**src/rtl/key_matrix_scan.sv**
```systemverilog
// rtl/key_matrix_scan.sv - column-scanned push-button matrix reader with frame-to-frame debounce
// Optional KEY_RELEASE_EN adds key_rel_o and reports released keys in key_code_o.
module key_matrix_scan #(
  parameter int GS     = 8,
  parameter int SETTLE = 15,
  localparam int KW    = $clog2(GS*GS)
) (
  input  logic             clk_i,
  input  logic             reset_i,
  input  logic             e_scan_i,
  input  logic [GS-1:0]    row_i,
  output logic [GS-1:0]    col_o,
  output logic [GS*GS-1:0] keys_o,
  output logic             key_valid_o,
  output logic [KW-1:0]    key_code_o,
  output logic             d_scan_o
`ifdef KEY_RELEASE_EN
  ,
  output logic             key_rel_o
`endif
);

  localparam int CW = (GS > 1) ? $clog2(GS) : 1;
  localparam int SW = (SETTLE > 0) ? $clog2(SETTLE + 1) : 1;

  typedef enum logic [1:0] {IDLE, SCAN, DONE} state_t;

  state_t            state, state_next;
  logic [CW-1:0]     col_idx;
  logic [SW-1:0]     settle_cnt;
  logic [GS*GS-1:0]  raw, prev, raw_fin, stable, keys_next, new_keys, rel_keys;
  logic              last_sample, last_col;

  function automatic logic [KW-1:0] lowest(input logic [GS*GS-1:0] v);
    lowest = '0;
    for (int i = GS*GS-1; i >= 0; i--) begin
      if (v[i]) lowest = KW'(i);
    end
  endfunction

  assign last_sample = (state == SCAN) && (settle_cnt == SW'(SETTLE));
  assign last_col    = (col_idx == CW'(GS-1));

  always_comb begin
    state_next = state;
    col_o      = '0;
    d_scan_o   = 1'b0;
    case (state)
      IDLE: if (e_scan_i) state_next = SCAN;
      SCAN: begin
        col_o[col_idx] = 1'b1;
        if (last_sample && last_col) state_next = DONE;
      end
      DONE: begin
        d_scan_o   = 1'b1;
        state_next = IDLE;
      end
      default: state_next = IDLE;
    endcase
  end

  // The final column is folded in combinationally so the debounced map and
  // the event are already registered by the time d_scan_o is high.
  always_comb begin
    raw_fin = raw;
    raw_fin[col_idx*GS +: GS] = row_i;
  end

  assign stable    = ~(raw_fin ^ prev);
  assign keys_next = (keys_o & ~stable) | (raw_fin & stable);
  assign new_keys  = keys_next & ~keys_o;
  assign rel_keys  = keys_o & ~keys_next;

  always_ff @(posedge clk_i) begin
    if (reset_i) begin
      state       <= IDLE;
      col_idx     <= '0;
      settle_cnt  <= '0;
      raw         <= '0;
      prev        <= '0;
      keys_o      <= '0;
      key_valid_o <= 1'b0;
      key_code_o  <= '0;
`ifdef KEY_RELEASE_EN
      key_rel_o   <= 1'b0;
`endif
    end else begin
      state       <= state_next;
      key_valid_o <= 1'b0;
`ifdef KEY_RELEASE_EN
      key_rel_o   <= 1'b0;
`endif
      if (state != SCAN) begin
        col_idx    <= '0;
        settle_cnt <= '0;
      end else if (!last_sample) begin
        settle_cnt <= settle_cnt + 1'b1;
      end else begin
        raw        <= raw_fin;
        settle_cnt <= '0;
        col_idx    <= last_col ? '0 : col_idx + 1'b1;
        if (last_col) begin
          prev   <= raw_fin;
          keys_o <= keys_next;
          if (|new_keys) begin
            key_valid_o <= 1'b1;
            key_code_o  <= lowest(new_keys);
          end
`ifdef KEY_RELEASE_EN
          else if (|rel_keys) begin
            key_code_o <= lowest(rel_keys);
          end
          key_rel_o <= |rel_keys;
`endif
        end
      end
    end
  end

`ifndef KEY_RELEASE_EN
  logic unused_rel;
  assign unused_rel = ^rel_keys;
`endif

endmodule
```
**config.mk**
```make
export PLATFORM = sky130hd
export DESIGN_NAME = key_matrix_scan
export DESIGN_NICKNAME = d
export VERILOG_FILES = /design/src/rtl/key_matrix_scan.sv
export SDC_FILE = /design/constraint.sdc
export NUM_CORES = 1
export LEC_CHECK = 0
export BUFFER_PORTS_ARGS = -buffer_cell sky130_fd_sc_hd__buf_2
export CORE_UTILIZATION = 60
export DETAILED_ROUTE_END_ITERATION = 7
export PLACE_DENSITY = 0.8
export SYNTH_ARGS = -nofsm -noshare
export SYNTH_HDL_FRONTEND = slang
export SYNTH_SLANG_ARGS = --single-unit
```
**constraint.sdc**
```tcl
create_clock -name clk_i -period 10.45 [get_ports clk_i]
set_clock_uncertainty 0.15 [all_clocks]
set_input_delay 2.09 -clock clk_i [delete_from_list [all_inputs] [get_ports clk_i]]
set_output_delay 2.09 -clock clk_i [all_outputs]
set_load 0.01 [all_outputs]
```
==> reports/qor.json <==
{
  "critical_path_required_ns": 10.70,
  "drtPass1Iterations": 6,
  "path_delay_family": "compound AO/OA/AOI/OAI gates",
  "die_height_um": 138.1,
  "mostFrequentLayoutCell": "sky130_fd_sc_hd__dfxtp_1",
  "drtIter0Drc": 1106,
  "most-common-layout-cells": "208 x sky130_fd_sc_hd__dfxtp_1, 192 x sky130_fd_sc_hd__nor2_1, 145 x sky130_fd_sc_hd__nand2_1, 105 x sky130_fd_sc_hd__a21oi_1",
  "netlist_top_cells_area": "sky130_fd_sc_hd__dfxtp_1 37%, sky130_fd_sc_hd__nor2_1 6.5%, sky130_fd_sc_hd__a211oi_1 5.5%",
  "design_power_total_mw": 1.656,
  "yosysSeqAreaShare": 0.3749,
  "status": "finished clean",
  "cts-hold-fix-buffers": 0,
  "antenna_cells": 0,
  "worst_setup_path_end_kind": "register",
  "worst_slack_ns": 5.318,
  "crit_top_cell": "sky130_fd_sc_hd__ha_1",
  "grt_pass1_vias": 9402,
  "postSynth.topFlopCell": "sky130_fd_sc_hd__dfxtp_1",
  "synth.ff_latch_count": 208,
  "cts.reportedPaths.clkPinSlew_ns": 0.06,
  "crit_type": "reg2reg",
  "antenna_violations_before_repair": 0,
  "floorplan.die.width_um": 138.1,
  "placementRows": 49,
  "max_slew_margin": 0.3151,
  "number_of_enable_flip_flop_cells_after_synthesis": 0,
  "layout_worst_path_cycle_share": 0.4911,
  "postRouteAntennaNets": 0,
  "floorplan.initialDensity": 0.6163,
  "cp_data_arrival_time_ns": 5.38,
  "dp.final_hpwl_um": 22250,
  "clk_root_buffer_cell": "sky130_fd_sc_hd__clkbuf_16",
  "boundaryPins": 91,
  "max_freq_ghz": 0.1948,
  "worst_skew_pair.late_latency_ns": 0.51,
  "drive_above_1_share": 0.1220,
  "post-route-cell-area_um2": 12340,
  "timing.critical_path.from_type": "register",
  "report.final.setup_viol": 0,
  "cts_tree": "yes",
  "critPathBufInv": 1,
  "grt_max_degree": 100,
  "post_layout_nonfiller_instances": 1639,
  "groute.usage.overall": 0.3264,
  "die-area_um2": 19060,
  "path_cells": "inv_1 -> ha_1 -> ha_1 -> or4b_4 -> a21oi_4 -> mux2i_1 -> o311ai_2 -> nor4b_4 -> nand3b_2 -> o21ai_4 -> a2111oi_1 -> a311o_1",
  "power-per-cell-area_nw_per_um2": 134.2,
  "grt_pass1_wl_um": 51050,
  "highest_ir_drop_seen_on_vdd_v": 0.0001721,
  "synth.distinct_cells": 86,
  "min-delay-path-class": "reg2reg",
  "ff2ff_setup_slack_ns": 5.32,
  "syn_area_per_cell_um2": 8.192,
  "drt_drc_violations_left": 0,
  "period_needed_ns": 5.132,
  "static_leakage_nw": 4.871,
  "htree_num_levels": 1,
  "place_inst": 1600,
  "routed_via_density": 6.418,
  "cts.path.max_buffers": 3,
  "final_max_slew_viol_count": 0,
  "cpMaxStageDelayCell": "sky130_fd_sc_hd__dfxtp_1",
  "slowest_delay_ns": 0.74,
  "routedWlPerCell_um": 19.64,
  "ff_latch_area_um2": 4164,
  "yosysWarnings": 0,
  "filler_cell_count": 1485,
  "setup_fix_buffers_added_after_clock_tree_synthesis": 0,
  "overflow_after_grt": 0,
  "cts-resized-gates": 0,
  "gp_congestion": 0.9624,
  "placement.cell_area_um2": 11570,
  "syn_to_final_growth_pct": 11.05,
  "pre_cts_ws_ns": 5.241,
  "cts_num_sinks": 208,
  "design.core.area_um2": 18020,
  "unrepaired_setup_endpoints_after_global_routing": "no",
  "tightestPinTransition_ns": 1.027,
  "hold_violation_total_from_the_final_report": 0,
  "detail_route.wirelength_um": 32180,
  "synthesis.nets": 1375,
  "design.final.nets": 1415,
  "detailroute.via_count": 10520,
  "ys_async_sr_fraction": 0,
  "setup_tns_ns": 0,
  "place.port_buffers": 90,
  "netlist.top_cell.by_area": "sky130_fd_sc_hd__dfxtp_1",
  "worstPathMaxFanout": 30,
  "postSynthCellCount": 1356,
  "yosysTopAreaCellShare": 0.3749,
  "area_of_the_multi_input_gates_um2": 6505,
  "cap_viol_max_count": 0,
  "syn_area_um2": 11110,
  "cts-buffers-inserted": 23
}
==> final timing paths <==
kind                      start            end  cells past startpoint
setup / recovery     col_idx[1]  key_code_o[1]                     12
hold / removal    settle_cnt[0]  settle_cnt[0]                      1
setup reg to reg     col_idx[1]  key_code_o[1]                     12
hold reg to reg   settle_cnt[0]  settle_cnt[0]                      1
==> synthesized netlist by cell type (5+ instances only) <==
master,instances
sky130_fd_sc_hd__o211ai_1,9
sky130_fd_sc_hd__nor3_1,13
sky130_fd_sc_hd__nand2_1,146
sky130_fd_sc_hd__and4bb_1,6
sky130_fd_sc_hd__buf_2,8
sky130_fd_sc_hd__nor4bb_1,6
sky130_fd_sc_hd__ha_1,8
sky130_fd_sc_hd__inv_1,25
sky130_fd_sc_hd__dfxtp_1,208
sky130_fd_sc_hd__a211oi_1,82
sky130_fd_sc_hd__o21ai_0,89
sky130_fd_sc_hd__clkbuf_1,65
sky130_fd_sc_hd__a22oi_1,13
sky130_fd_sc_hd__nand2b_1,44
sky130_fd_sc_hd__nand4bb_1,8
sky130_fd_sc_hd__nor3b_1,6
sky130_fd_sc_hd__o221ai_1,5
sky130_fd_sc_hd__mux2_2,7
sky130_fd_sc_hd__mux2i_1,40
sky130_fd_sc_hd__nor2_1,193
sky130_fd_sc_hd__o22ai_1,10
sky130_fd_sc_hd__o211a_1,55
sky130_fd_sc_hd__a31oi_1,8
sky130_fd_sc_hd__a221oi_1,7
sky130_fd_sc_hd__nor2b_1,37
sky130_fd_sc_hd__o21a_1,7
sky130_fd_sc_hd__and3b_1,9
sky130_fd_sc_hd__nand3_1,8
sky130_fd_sc_hd__nand3b_1,14
sky130_fd_sc_hd__a21oi_1,105
==> flip-flops by register name (all words and copies together), names as in the netlist <==
name and count:
state 2, raw 64, col_idx 3, keys_o 64, key_code_o 6, key_valid_o 1, prev 64, settle_cnt 4
==> metal layers <==
| metal | GRT usage | vias up | wire (um) | part of all wire |
|---|---|---|---|---|
| met1 | 0.4629 | 4942 | 14220 | 0.44 |
| met3 | 0.05161 | 72 | 2667 | 0.083 |
| met4 | 0.1029 | 0 | 995 | 0.031 |
| met5 | 0 | - | 0 | 0 |
| met2 | 0.5076 | 484 | 14300 | 0.44 |
| li1 | - | 5021 | - | - |
==> kinds of logic (layout without fill, tap and decap cells) <==
group | count (synthesis) | in the layout | synth area share
xor gates and xnor gates | 2 | 2 | 0.001577
muxes | 52 | 52 | 0.05012
AOI/OAI and AO/OA | 445 | 445 | 0.2801
adders and majority gates | 8 | 8 | 0.009011
buffers and inverters | 109 | 163 | 0.04111
and+or+nand+nor | 532 | 532 | 0.2432
DFF | 208 | 208 | 0.3749
==> worst reg2reg max path, cell delays in order, from the launching register on <==
cell and delay, ns:
sky130_fd_sc_hd__dfxtp_1 0.74, sky130_fd_sc_hd__inv_1 0.29, sky130_fd_sc_hd__ha_1 0.27, sky130_fd_sc_hd__ha_1 0.47
sky130_fd_sc_hd__or4b_4 0.61, sky130_fd_sc_hd__a21oi_4 0.47, sky130_fd_sc_hd__mux2i_1 0.52, sky130_fd_sc_hd__o311ai_2 0.16
sky130_fd_sc_hd__nor4b_4 0.40, sky130_fd_sc_hd__nand3b_2 0.20, sky130_fd_sc_hd__o21ai_4 0.30, sky130_fd_sc_hd__a2111oi_1 0.10
sky130_fd_sc_hd__a311o_1 0.35
==> final cells by class <==
class | count | share of cell area
inverters | 25 | 0.007607
clock buffers | 32 | 0.05264
multi-input cells | 1039 | 0.5273
well taps | 229 | 0.02323
flip-flops and latches | 208 | 0.3376
clock inverters | 7 | 0.009433
repair buffers | 99 | 0.04219
==> report_power, final <==
group	leakage [nW]	switching [mW]	internal [mW]
Sequential	1.67	0.000488	0.793
Clock	0.373	0.327	0.506
Combinational	2.82	0.0250	0.00493
Total	4.87	0.352	1.30
==> per-stage QoR <==
stage	hold WS (ns)	util
after global placement	0.2822	0.6419
after global routing	0.3418	0.6844
after detailed placement	0.3073	0.6419
after floorplan	0.2678	-
final	0.3153	0.6844
after CTS	0.3195	0.6844
(Power assumes the default switching activity.)
